`src/rtl/move_replay_source_if.sv`:
```
// rtl/move_replay_source_if.sv - history RAM read port and key handshake bundle for the replay source
interface move_replay_source_if;
  logic [5:0] hist_rd_addr;
  logic [5:0] hist_rd_data;
  logic [3:0] pressed_index;
  logic       key_valid;
  logic       key_ready;
  logic       ok_pulse;
  logic       move_accepted;

  modport master (
    output hist_rd_addr, pressed_index, key_valid, ok_pulse,
    input  hist_rd_data, key_ready, move_accepted
  );

  modport slave (
    input  hist_rd_addr, pressed_index, key_valid, ok_pulse,
    output hist_rd_data, key_ready, move_accepted
  );
endinterface

```
`src/rtl/move_replay_source.sv`:
```
// rtl/move_replay_source.sv - replays stored gomoku moves as keyboard key presses
module move_replay_source #(
  parameter int MAX_MOVES   = 64,
  parameter int GAP_CYCLES  = 16,
  parameter int ACK_TIMEOUT = 1024
) (
  input  logic                 clk,
  input  logic                 rst_n,
  input  logic                 en,
  input  logic                 start,
  input  logic [6:0]           move_count,
  move_replay_source_if.master bus,
  output logic                 busy,
  output logic                 done,
  output logic                 error,
  output logic [6:0]           moves_sent
);
  localparam int CMAX = (ACK_TIMEOUT > GAP_CYCLES) ? ACK_TIMEOUT : GAP_CYCLES;
  localparam int CW   = $clog2(CMAX + 1);

  localparam logic [3:0] S_IDLE     = 4'd0;
  localparam logic [3:0] S_FETCH    = 4'd1;
  localparam logic [3:0] S_LATCH    = 4'd2;
  localparam logic [3:0] S_SEND_X   = 4'd3;
  localparam logic [3:0] S_GAP_X    = 4'd4;
  localparam logic [3:0] S_SEND_Y   = 4'd5;
  localparam logic [3:0] S_GAP_Y    = 4'd6;
  localparam logic [3:0] S_OK       = 4'd7;
  localparam logic [3:0] S_WAIT_ACK = 4'd8;
  localparam logic [3:0] S_GAP      = 4'd9;
  localparam logic [3:0] S_FINISH   = 4'd10;

  logic [3:0]    state;
  logic [6:0]    count;
  logic [2:0]    y_reg;
  logic [CW-1:0] cnt;
  logic [6:0]    clamped;

  // Requests longer than the history RAM are cut to its depth
  assign clamped = (move_count > 7'(MAX_MOVES)) ? 7'(MAX_MOVES) : move_count;

  // Replay sequencer: fetch a move, emit x-key, y-key, confirm, then wait for the game's ack.
  // The RAM address is updated on the transition into FETCH so the word is readable in LATCH.
  always_ff @(posedge clk or negedge rst_n) begin
    if (!rst_n) begin
      state             <= S_IDLE;
      count             <= '0;
      y_reg             <= '0;
      cnt               <= '0;
      bus.hist_rd_addr  <= '0;
      bus.pressed_index <= '0;
      bus.key_valid     <= 1'b0;
      bus.ok_pulse      <= 1'b0;
      busy              <= 1'b0;
      done              <= 1'b0;
      error             <= 1'b0;
      moves_sent        <= '0;
    end else begin
      done         <= 1'b0;
      bus.ok_pulse <= 1'b0;
      if (!en) begin
        state         <= S_IDLE;
        bus.key_valid <= 1'b0;
        busy          <= 1'b0;
      end else begin
        case (state)
          S_IDLE: begin
            if (start) begin
              count            <= clamped;
              moves_sent       <= '0;
              error            <= 1'b0;
              busy             <= 1'b1;
              bus.hist_rd_addr <= '0;
              state            <= (clamped == 7'd0) ? S_FINISH : S_FETCH;
            end
          end
          S_FETCH: state <= S_LATCH;
          S_LATCH: begin
            y_reg             <= bus.hist_rd_data[5:3];
            bus.pressed_index <= {1'b0, bus.hist_rd_data[2:0]};
            bus.key_valid     <= 1'b1;
            state             <= S_SEND_X;
          end
          S_SEND_X: begin
            if (bus.key_valid && bus.key_ready) begin
              bus.key_valid <= 1'b0;
              cnt           <= '0;
              state         <= S_GAP_X;
            end
          end
          S_GAP_X: begin
            if (cnt == '0) begin
              cnt <= CW'(1);
            end else begin
              bus.pressed_index <= {1'b1, y_reg};
              bus.key_valid     <= 1'b1;
              state             <= S_SEND_Y;
            end
          end
          S_SEND_Y: begin
            if (bus.key_valid && bus.key_ready) begin
              bus.key_valid <= 1'b0;
              cnt           <= '0;
              state         <= S_GAP_Y;
            end
          end
          S_GAP_Y: begin
            if (cnt == '0) begin
              cnt <= CW'(1);
            end else begin
              bus.ok_pulse <= 1'b1;
              state        <= S_OK;
            end
          end
          S_OK: begin
            cnt   <= '0;
            state <= S_WAIT_ACK;
          end
          S_WAIT_ACK: begin
            if (bus.move_accepted) begin
              moves_sent <= moves_sent + 7'd1;
              cnt        <= CW'(GAP_CYCLES - 1);
              state      <= S_GAP;
            end else if (cnt == CW'(ACK_TIMEOUT - 2)) begin
              error <= 1'b1;
              state <= S_FINISH;
            end else begin
              cnt <= cnt + CW'(1);
            end
          end
          S_GAP: begin
            if (cnt == '0) begin
              if (moves_sent == count) begin
                state <= S_FINISH;
              end else begin
                bus.hist_rd_addr <= moves_sent[5:0];
                state            <= S_FETCH;
              end
            end else begin
              cnt <= cnt - CW'(1);
            end
          end
          S_FINISH: begin
            done  <= 1'b1;
            busy  <= 1'b0;
            state <= S_IDLE;
          end
          default: state <= S_IDLE;
        endcase
      end
    end
  end
endmodule

```
`src/flat_wrapper.sv`:
```
// flat-port wrapper written by rule: the top's interface ports become plain ports
module move_replay_source_flat 
#(
  parameter int MAX_MOVES   = 64,
  parameter int GAP_CYCLES  = 16,
  parameter int ACK_TIMEOUT = 1024
)
  (clk, rst_n, en, start, move_count, busy, done, error, moves_sent, bus_hist_rd_addr, bus_pressed_index, bus_key_valid, bus_ok_pulse, bus_hist_rd_data, bus_key_ready, bus_move_accepted);
  move_replay_source_if bus_i ();
  input  logic clk;
  input  logic rst_n;
  input  logic en;
  input  logic start;
  input  logic [6:0] move_count;
  output logic busy;
  output logic done;
  output logic error;
  output logic [6:0] moves_sent;
  output wire logic [$bits(bus_i.hist_rd_addr)-1:0] bus_hist_rd_addr;
  output wire logic [$bits(bus_i.pressed_index)-1:0] bus_pressed_index;
  output wire logic [$bits(bus_i.key_valid)-1:0] bus_key_valid;
  output wire logic [$bits(bus_i.ok_pulse)-1:0] bus_ok_pulse;
  input wire logic [$bits(bus_i.hist_rd_data)-1:0] bus_hist_rd_data;
  input wire logic [$bits(bus_i.key_ready)-1:0] bus_key_ready;
  input wire logic [$bits(bus_i.move_accepted)-1:0] bus_move_accepted;
  assign bus_hist_rd_addr = bus_i.hist_rd_addr;
  assign bus_pressed_index = bus_i.pressed_index;
  assign bus_key_valid = bus_i.key_valid;
  assign bus_ok_pulse = bus_i.ok_pulse;
  assign bus_i.hist_rd_data = bus_hist_rd_data;
  assign bus_i.key_ready = bus_key_ready;
  assign bus_i.move_accepted = bus_move_accepted;
  move_replay_source #(.MAX_MOVES(MAX_MOVES), .GAP_CYCLES(GAP_CYCLES), .ACK_TIMEOUT(ACK_TIMEOUT)) u_core (.clk(clk), .rst_n(rst_n), .en(en), .start(start), .move_count(move_count), .bus(bus_i), .busy(busy), .done(done), .error(error), .moves_sent(moves_sent));
endmodule
```
`config.mk`:
```
export PLATFORM = sky130hd
export DESIGN_NAME = move_replay_source_flat
export DESIGN_NICKNAME = d
export VERILOG_FILES = /design/src/rtl/move_replay_source_if.sv /design/src/rtl/move_replay_source.sv /design/src/flat_wrapper.sv
export SDC_FILE = /design/constraint.sdc
export NUM_CORES = 1
export LEC_CHECK = 0
export BUFFER_PORTS_ARGS = -buffer_cell sky130_fd_sc_hd__buf_2
export CORE_ASPECT_RATIO = 1.75
export CORE_MARGIN = 10
export CORE_UTILIZATION = 58
export DETAILED_ROUTE_END_ITERATION = 7
export PLACE_DENSITY = 0.87
export SETUP_SLACK_MARGIN = 0.02
export SLEW_MARGIN = 0
export SYNTH_ARGS = -nofsm -noshare
export SYNTH_HDL_FRONTEND = slang
export SYNTH_SLANG_ARGS = --single-unit
```
`constraint.sdc`:
```
create_clock -name clk -period 2.4 [get_ports clk]
set_input_delay 0.24 -clock clk [delete_from_list [all_inputs] [get_ports clk]]
set_output_delay 0.24 -clock clk [all_outputs]
set_load 0.01 [all_outputs]
```
==> results by group, run 1 <==
Timing
  • F_max: 451.1 MHz
  • Final Critical Period: 2217 ps
  • Slew Limit Fails: 0
  • Hold_ws: 163.1 ps
  • Final setup fails: 0
  • Final worst slack: 183.2 ps
  • RSZ-0062 raised after global routing: no
  • Setup_tns: 0 ps
  • Period utilization: 92.37%
  • Final hold vios: 0
  • Worst-Margin Slew: 604.7 ps
  • Worst clock skew: 7.037 ps
  • Max_slew headroom: 59.69%

Flow run
  • Max-Cap Viols: 0

Detailed routing
  • Detailed Route Iter0 Violations: 439
  • DRT antenna net count: 0
  • Pre-antenna DRT Iters: 5
  • Drt drc: 0
  • Vias: 2,827
  • Drt via density: 6.559
  • Post-Route WL: 8245 um
  • DR WL/cell: 19.13 um

Power
  • Switching part of the total: 44.38%
  • Pwr dens: 1110 mW/mm2
  • Switch Pwr: 1.700 mW
  • Clk network pwr share: 15.3%
  • Pint: roughly 2.1 mW
  • Peak VDD IR: between 0.0005 and 0.0006 V
  • Comb power frac: 51.0%
  • Sequential Power Share: 33.6%
  • P_leak: 1.556 nW

Setup path
  • Crit path capture type: flop
  • WP data arrival: 2410 ps
  • Critical path cell sequence: inv_1 > ha_1 > nor2b_1 > nand3_1 > a21oi_1 > or4_1 > mux2_2
  • Crit path max fanout: 9
  • Critical path startpoint category: flop
  • Worst setup path endpoint: u_core.bus.pressed_index[1]
  • Slowest stage delay, CP: 510 ps
  • Required @ worst endpoint: about 2600 ps
  • FF-to-FF End: u_core.bus.pressed_index[1]
  • Critical-path top delay cell: dfrtp_1
  • Critical path type: reg -> reg
  • CP Depth: 7
  • Worst R2R Path Depth: 7
  • Worst R2R Start: u_core.cnt[0]
  • Worst reg2reg setup slack: 180 ps
  • Worst setup path start: u_core.cnt[0]
  • Family with the most delay on the worst path: simple AND/OR/NAND/NOR gates
  • Bufs and invs on worst path: 1

Global route
  • Antenna violations before repair: 0
  • Pin count of the biggest net entering global routing: 26
  • Global route total overflow: 0
  • Vias in the first global route: 2,805
  • All-Layer GR Usage: 20.78%
  • First-pass GRT wire length: ~14,000 um

Yosys
  • Adder-cell share of the synthesized area: 2.076%
  • Synth Area in Compound Gates: 18.60%
  • Top cell type's share of synthesized area: 39.04%
  • Simple logic cell fraction of the synthesized area: 26.74%
  • Post-synthesis mux area share: 5.108%
  • Asr flop ratio synth: between 90% and 100%
  • Count of cell types in the netlist: 66
  • Synthesized netlist cell count: 330
  • Mapped Area: 0.003013 mm2
  • Seq/Total Area, Yosys: around two fifths
  • Combinational family with the most area after synthesis: simple AND/OR/NAND/NOR gates
  • Synth warn: 0
  • Top_reg_cell synth: dfrtp_1
  • Mean post-synth cell area: roughly 9 um2
  • XOR/XNOR share of the synthesized area: 4.070%
  • Net Count, Synth: 354
  • Area contributors post-synth: dfrtp_1 39%, mux2_2 3.7%, nand2_1 3.6%
  • Synth Register Bits: 47
  • Yosys top cell by area: dfrtp_1
  • Post-synth EDFFs: 0

Clock tree
  • CTS Buf Count: 5
  • CTS tree: yes
  • H-Tree Depth: 2
  • Clk buf depth: 2
  • Root Buffer Master: clkbuf_8
  • Worst-path clk slew: 90 ps
  • Clock Latency Late Sink: roughly 310 ps
  • Postcts setup bufs: 0
  • CTS Sinks: 47

Cells and area
  • Fillers: 394
  • Final core utilization: between 60 and 70%
  • Register bank with the most flops: u_core.cnt
  • Max reg flops: 11
  • Fin nets: 400
  • # diodes: 0
  • P&R area growth vs syn: 14.53%
  • Fraction of layout cells with a size suffix above 1: approximately 25%
  • Biggest regs: u_core.cnt: 11 flops, u_core.count: 7 flops, u_core.moves_sent: 7 flops

Floorplanning
  • Chip width: ~74 um
  • Initial core utilization: 60.02%
  • Number of core rows: 34
  • Core area: ~0.0050 mm2
  • I/O pins: a little over 40
  • Die area: about 0.0086 mm2
  • Die height: 115.3 um

Worst hold path
  • Hold crit path type: in -> reg

Placed design
  • GP Congestion: 0.9753
  • HPWL Detailed: 6185 um
  • Port Buffers: 40
  • Worst slack, placed: roughly 220 ps

Status
  • Outcome: finished, final reports clean
-- layout by cell type (no fill, tap or decap), types with 3 or more instances in the layout --
| cell type | instances |
|---|---|
| buf_4 | 19 |
| and2_1 | 4 |
| mux2_2 | 10 |
| buf_2 | 40 |
| clkbuf_8 | 5 |
| nand3_1 | 9 |
| o21ai_0 | 15 |
| nor2b_1 | 3 |
| or4_1 | 3 |
| nor2_1 | 28 |
| nand2_1 | 29 |
| o31ai_1 | 6 |
| nand2b_1 | 11 |
| ha_1 | 5 |
| dfrtp_1 | 47 |
| nor3_1 | 17 |
| o21ai_1 | 3 |
| nand4_1 | 8 |
| o2bb2ai_1 | 4 |
| a31oi_1 | 6 |
| xor2_1 | 9 |
| nor4_2 | 5 |
| a22o_1 | 7 |
| inv_1 | 8 |
| mux2i_1 | 3 |
| xnor2_1 | 5 |
| nor4_1 | 7 |
| a21oi_1 | 11 |
-- stage by stage --
stage | power, mW | instances | instance area (um2)
final | 3.831 | 431 | 3451
after CTS | 3.772 | 431 | 3445
after floorplan | 2.585 | 330 | 3013
after detailed placement | 3.170 | 422 | 3322
after global routing | 4.107 | 431 | 3451
after global placement | 3.123 | 422 | 3322
-- synth_stat cells (all sizes together) (3+ instances only) --
cell and count:
a21oi 11, a22o 7, a31oi 6, and2 4, buf 9, clkbuf 12
dfrtp 47, ha 5, inv 8, mux2 11, mux2i 3, nand2 30
nand2b 12, nand3 9, nand4 8, nor2 28, nor2b 3, nor3 17
nor4 12, o21ai 18, o2bb2ai 4, o31ai 7, or4 5, xnor2 5
xor2 9
-- cell type report --
type,count,area (um2),area share (%)
Clock buffer,5,68.82,1.994
Clock inverter,3,43.79,1.269
Inverter,8,30.03,0.8702
Multi-Input combinational cell,254,1712,49.60
Sequential cell,47,1176,34.08
Tap cell,54,67.56,1.958
Timing Repair Buffer,60,352.8,10.22
-- worst min path at each step --
stage / start / to / slack, ps / depth (start not counted)
after floorplan: rst_n / u_core.bus.hist_rd_addr[0] / -60 / 0
after global placement: rst_n / u_core.count[4] / 270 / 1
after detailed placement: rst_n / u_core.count[4] / 280 / 1
after CTS: bus_hist_rd_data[3] / u_core.y_reg[0] / 160 / 2
after global routing: bus_hist_rd_data[3] / u_core.y_reg[0] / 170 / 2
final: bus_hist_rd_data[3] / u_core.y_reg[0] / 160 / 2
-- power by group through the flow --
stage | clock (mW) | sequential [mW] | combinational (mW)
after floorplan | 0 | 1.19 | 1.40
after global placement | 0 | 1.28 | 1.85
after detailed placement | 0 | 1.29 | 1.88
after CTS | 0.594 | 1.28 | 1.90
after global routing | 0.634 | 1.32 | 2.15
final | 0.587 | 1.29 | 1.96
-- cells by family (layout without fill, tap and decap cells) --
group                    Yosys count  in the layout
AO/OA/AOI/OAI                     79             79
XOR/XNOR                          14             14
adder cells (fa/ha/maj)            5              5
buffers and inverters             29             76
flip-flops                        47             47
multiplexers                      14             14
AND/OR/NAND/NOR                  142            142
-- repair_timing --
| item | 4_1_cts | 5_1_grt |
|---|---|---|
| resized for setup | 0 | 1 |
| endpoints found under the hold margin | 23 | 0 |
| setup endpoints to repair | 0 | 1 |
| hold buffers | 1 | 0 |
-- layer usage --
metal	vias up	global-route usage, %	part of all wire, %
li1	1316	-	-
met1	1347	23.47	37
met2	129	36.70	54
met3	35	3.192	5.7
met4	0	9.518	3.9
met5	-	0	0
Note: power is estimated with default switching activity, not from simulation.
==> run 2: changes to the inputs <==
--- a/config.mk
+++ b/config.mk
@@ -10,7 +10,7 @@
 export CORE_MARGIN = 10
 export CORE_UTILIZATION = 58
 export DETAILED_ROUTE_END_ITERATION = 7
-export PLACE_DENSITY = 0.87
+export PLACE_DENSITY_LB_ADDON = 0.3
 export SETUP_SLACK_MARGIN = 0.02
 export SLEW_MARGIN = 0
 export SYNTH_ARGS = -nofsm -noshare
==> constraint.sdc (replaced) <==
create_clock -name clk -period 2.3 [get_ports clk]
set_input_delay 0.23 -clock clk [delete_from_list [all_inputs] [get_ports clk]]
set_output_delay 0.23 -clock clk [all_outputs]
set_load 0.01 [all_outputs]
==> run 2 against run 1 <==
Against the previous run:
- core utilization rose by 0.67 points
- first-iteration DRC count fell by 41%
- sequential share of layout area fell by 0.26 points
- critical endpoint is now u_core.state[1]
- largest cell class unchanged
- total power rose by 5.8%
- non-clock buffer count rose by 5
- cell area rose by 0.98%
==> results by group, run 2 (same netlist as run 1, synthesis figures left out) <==
Cells and area
  • Final cell count without fillers: 436
  • Fraction of layout cells with a size suffix above 1: roughly a quarter
  • Commonest non-fill, non-tap cell in the layout: dfrtp_1
  • Register bank with the most flops: u_core.cnt
  • Fin nets: 405
  • Max reg flops: 11
  • # diodes: 0
  • Commonest cells after routing, fill and taps aside: 45 x dfrtp_1, 40 x buf_2, 29 x nand2_1
  • Register area: 0.001179 mm2
  • Biggest regs: u_core.cnt: 11 flops, u_core.count: 7 flops, u_core.moves_sent: 7 flops
  • P&R area growth vs syn: 15.66%
  • Fillers: 386
  • Area of the multi-input gates: 0.001705 mm2

Power
  • Switch Pwr: ~1.8 mW
  • Comb power frac: 53.0%
  • Clk network pwr share: approximately 16%
  • Pwr dens: ~1200 mW/mm2
  • Pint: 2.274 mW
  • Sequential Power Share: a little under a third
  • Switching part of the total: between 40% and 50%
  • P_leak: 1.577 nW
  • Peak VDD IR: about 0.00061 V

Global route
  • First-pass GRT wire length: 13,810 um
  • Antenna violations before repair: 0
  • Vias in the first global route: slightly below 3,000
  • Global route total overflow: 0
  • Pin count of the biggest net entering global routing: 22
  • All-Layer GR Usage: about 20%

Detailed routing
  • Uppermost layer routed: met4
  • Vias: 2,872
  • DR WL/cell: ~19 um
  • Drt drc: 0
  • Met1 Wirelength: about 3000 um
  • Drt via density: 6.587
  • DRT antenna net count: 0
  • Pre-antenna DRT Iters: 5
  • Detailed Route Iter0 Violations: between 200 and 300
  • DR WL met2: 4490 um
  • Met3 wire len: 503 um
  • Post-Route WL: 8425 um

Placed design
  • HPWL Detailed: around 6500 um
  • GP Congestion: 1.044
  • Port Buffers: 40
  • Placed cell count: 427
  • Worst slack, placed: 121.0 ps

Timing
  • Slew Limit Fails: 0
  • Final setup fails: 0
  • Final Critical Period: between 2000 and 2500 ps
  • Worst-Margin Slew: 639.8 ps
  • Hold_ws: 148.2 ps
  • Period utilization: 96.25%
  • Final hold vios: 0
  • F_max: 451.7 MHz
  • Setup_tns: 0 ps
  • Worst clock skew: 8.029 ps
  • RSZ-0062 raised after global routing: yes
  • Max_slew headroom: around 57%
  • Final worst slack: 86.14 ps

Setup path
  • Required @ worst endpoint: 2500 ps
  • Worst R2R Path Depth: 5
  • Critical path type: reg -> reg
  • Worst setup path endpoint: u_core.state[1]
  • Crit path capture type: flop
  • FF-to-FF End: u_core.state[1]
  • Worst R2R Start: u_core.cnt[8]
  • Critical path startpoint category: flop
  • WP data arrival: 2410 ps
  • Worst reg2reg setup slack: around 86 ps
  • Crit path max fanout: 9
  • Worst setup path start: u_core.cnt[8]

Floorplanning
  • Core area: approximately 0.0050 mm2
  • Die area: 0.008591 mm2
  • Chip width: 74.48 um
  • Number of core rows: 34
  • I/O pins: 41
  • Initial core utilization: between 60% and 70%
  • Die height: 115.3 um

Clock tree
  • H-Tree Depth: 2
  • Clk buf depth: 2
  • Clock Latency Late Sink: about 310 ps
  • CTS tree: yes
  • Root Buffer Master: clkbuf_8
  • Postcts setup bufs: 0
  • Worst-path clk slew: 90 ps
  • CTS Sinks: 47
  • CTS Buf Count: 5

Status
  • Outcome: finished, final reports clean

Flow run
  • Max-Cap Viols: 0

Worst hold path
  • Hold crit path type: in -> reg
run 2: area by class of cell:
type	instances	area share (%)
sequential	47	33.82
clock buffer	5	1.975
multi-input combinational	254	48.94
inverter	8	0.8618
clock inverter	3	1.257
timing repair buffer	65	11.20
tap	54	1.939
run 2: per-layer routing:
layer,GRT usage (%),up-vias
met5,0,-
met3,3.106,51
met2,36.58,142
met1,21.58,1350
li1,-,1329
met4,11.42,0
run 2: what timing repair did:
| item | 4_1_cts | 5_1_grt |
|---|---|---|
| endpoints found under the setup margin | 0 | 5 |
| endpoints found under the hold margin | 19 | 0 |
| gates resized for setup | 0 | 2 |
| hold buffers | 1 | 0 |
run 2: how the worst min path moves through the flow:
stage,startpoint,to,slack [ps],depth (start not counted)
2_1_floorplan,rst_n,u_core.bus.hist_rd_addr[0],-70,0
3_3_place_gp,rst_n,u_core.bus.hist_rd_addr[5],220,1
3_5_place_dp,rst_n,u_core.moves_sent[0],220,1
6_report,bus_hist_rd_data[3],u_core.y_reg[0],150,2
5_1_grt,bus_hist_rd_data[3],u_core.y_reg[0],160,2
4_1_cts,bus_hist_rd_data[3],u_core.y_reg[0],150,2
run 2: through the flow:
step	cell area (um2)	power (mW)	util, %
after floorplan	3013	2.697	-
after global placement	3359	3.332	66.92
after detailed placement	3359	3.389	66.92
after CTS	3482	4.018	69.37
after global routing	3485	4.314	69.42
final	3485	4.053	69.42
run 2: power groups by stage:
stage	combinational [mW]	sequential (mW)	clock [mW]
detailed placement	2.10	1.29	0
global route	2.33	1.31	0.671
CTS	2.11	1.27	0.634
global placement	2.06	1.28	0
floorplan	1.46	1.24	0
finish	2.15	1.28	0.627
run 2: critical path, stage by stage (launching register included):
cell	delay [ps]
dfrtp_1	480
or4_4	610
nor3_1	300
nor2_1	140
nor3_1	220
mux2_1	350
==> run 3: changes to the inputs <==
==> constraint.sdc (replaced) <==
create_clock -name clk -period 2.05 [get_ports clk]
set_input_delay 0.205 -clock clk [delete_from_list [all_inputs] [get_ports clk]]
set_output_delay 0.205 -clock clk [all_outputs]
set_load 0.01 [all_outputs]
==> run 3 against run 2 <==
Against the previous run:
- the run now ends with negative setup slack left
- first-iteration DRC count is 19% lower
- clock power increased by 14%
- combinational power grew 52%
- sequential cell count unchanged
- worst setup slack worse by 98 ps
- cell area increased by 15%
- register-to-register slack worse by 98 ps
- highest routed layer unchanged
==> results by group, run 3 (same netlist as run 1, synthesis figures left out) <==
Status
  • Outcome: complete, but fails checks
  • Violated checks: negative setup slack

Clock tree
  • CTS Buf Count: 5
  • CTS tree: yes
  • Clock Latency Late Sink: 310 ps
  • H-Tree Depth: 2
  • CTS Sinks: 47
  • Clk buf depth: 2
  • Worst-path clk slew: 90 ps
  • Root Buffer Master: clkbuf_8

Global route
  • Pin count of the biggest net entering global routing: 22
  • Vias in the first global route: 3,133
  • Antenna violations before repair: 0
  • First-pass GRT wire length: roughly 16,000 um
  • Global route total overflow: 0
  • All-Layer GR Usage: 23.24%

Setup path
  • Critical path type: reg -> reg
  • Crit path capture type: flop
  • Required @ worst endpoint: 2240 ps
  • WP data arrival: about 2300 ps
  • Critical path startpoint category: flop
  • Crit path max fanout: 4

Placed design
  • GP Congestion: 0.9291
  • Port Buffers: 40
  • Worst slack, placed: -15.76 ps
  • Placed cell count: 471
  • HPWL Detailed: 7508 um

Detailed routing
  • DRT antenna net count: 0
  • Post-Route WL: 10,030 um
  • Pre-antenna DRT Iters: 7
  • Vias: 3,140
  • Detailed Route Iter0 Violations: around 210
  • Drt drc: 0
  • Drt via density: 6.461
  • DR WL/cell: about 21 um

Cells and area
  • P&R area growth vs syn: 33.55%
  • Fraction of layout cells with a size suffix above 1: 39.35%
  • Commonest non-fill, non-tap cell in the layout: buf_4
  • Area of the multi-input gates: 0.001846 mm2
  • Fillers: approximately 350
  • Register area: 0.001180 mm2
  • Max reg flops: 11
  • Register bank with the most flops: u_core.cnt
  • Fin nets: ~460
  • Commonest cells after routing, fill and taps aside: 71 x buf_4, 44 x dfrtp_1, 40 x buf_2
  • Final cell count without fillers: roughly 500
  • Biggest regs: u_core.cnt: 11 flops, u_core.count: 7 flops, u_core.moves_sent: 7 flops
  • # diodes: 0
  • Final core utilization: 80.16%

Floorplanning
  • Number of core rows: 34
  • Initial core utilization: 60.02%
  • Chip width: 74.48 um
  • Core area: 0.005020 mm2
  • I/O pins: 41
  • Die area: between 0.008 and 0.009 mm2
  • Die height: 115.3 um

Power
  • Peak VDD IR: 0.0009274 V
  • Pwr dens: 1333 mW/mm2
  • Switching part of the total: 43.20%
  • Pint: 3.047 mW
  • Comb power frac: around three fifths
  • P_leak: 1.875 nW
  • Switch Pwr: between 2 and 2.5 mW
  • Clk network pwr share: a little over an eighth
  • Total power: roughly 5.4 mW
  • Sequential Power Share: about a quarter

Timing
  • Max_slew headroom: 63.25%
  • Final hold vios: 0
  • Worst-Margin Slew: 551.3 ps
  • Setup_tns: -12.20 ps
  • RSZ-0062 raised after global routing: yes
  • Final worst slack: -12.20 ps
  • Period utilization: 100.6%
  • Final Critical Period: 2062 ps
  • Worst clock skew: 8.730 ps
  • F_max: roughly 480 MHz
  • Slew Limit Fails: 0
  • Final setup fails: 1

Worst hold path
  • Hold crit path type: in -> reg

Flow run
  • Max-Cap Viols: 0
## run 3: cell type report
| type | count | share of cell area, % |
|---|---|---|
| Tap cell | 54 | 1.679 |
| Timing Repair Buffer | 115 | 19.53 |
| Multi-Input combinational cell | 254 | 45.86 |
| Sequential cell | 47 | 29.32 |
| Clock buffer | 5 | 1.710 |
| Inverter | 8 | 0.7463 |
| Clock inverter | 3 | 1.150 |
## run 3: metrics by stage
| stage | instance area [um2] | hold WS, ps |
|---|---|---|
| floorplan | 3013 | -90.59 |
| global placement | 3690 | 201.8 |
| detailed placement | 3690 | 208.4 |
| CTS | 3830 | 130.0 |
| global route | 4024 | 113.4 |
| finish | 4024 | 125.0 |
## run 3: power groups by stage
stage / logic (mW) / registers [mW] / clock network [mW]
after global placement: 2.88 / 1.37 / 0
after floorplan: 1.63 / 1.39 / 0
after CTS: 2.98 / 1.36 / 0.706
final: 3.27 / 1.38 / 0.712
after global routing: 3.51 / 1.41 / 0.767
after detailed placement: 2.93 / 1.38 / 0
## run 3: path summary, 6_finish.rpt
path                            slack [ps]                       start  depth (start not counted)                           to
min in group asynchronous              410                       rst_n                          2         u_core.moves_sent[5]
worst min-delay path                   120         bus_hist_rd_data[5]                          2              u_core.y_reg[2]
worst max-delay path                   -10               u_core.cnt[0]                          7              u_core.state[1]
max in group asynchronous             1020                       rst_n                          3  u_core.bus.pressed_index[1]
worst min register to register         510  u_core.bus.hist_rd_addr[0]                          1   u_core.bus.hist_rd_addr[0]
worst max register to register         -10               u_core.cnt[0]                          7              u_core.state[1]
## run 3: worst max-delay path: stages (launching register included)
cell      delay, ps
dfrtp_1         390
inv_2            70
ha_1            150
nand4b_1        270
nor3_2          270
o211ai_1        220
nor3_2          230
mux2_1          340
## run 3: routing by layer
metal	track usage, %	share of wire (%)	up-vias
li1	-	-	1431
met1	23.09	32	1492
met2	43.77	56	168
met3	3.624	6.3	49
met4	12.31	5.7	0
met5	0	0	-
## run 3: timing repair
action,4_1_cts,5_1_grt
pin swaps,2,8
endpoints found under the setup margin,6,29
hold endpoints to repair,19,0
setup buffers,0,6
hold buffers,1,0
gates cloned,0,0
gates resized for setup,2,29
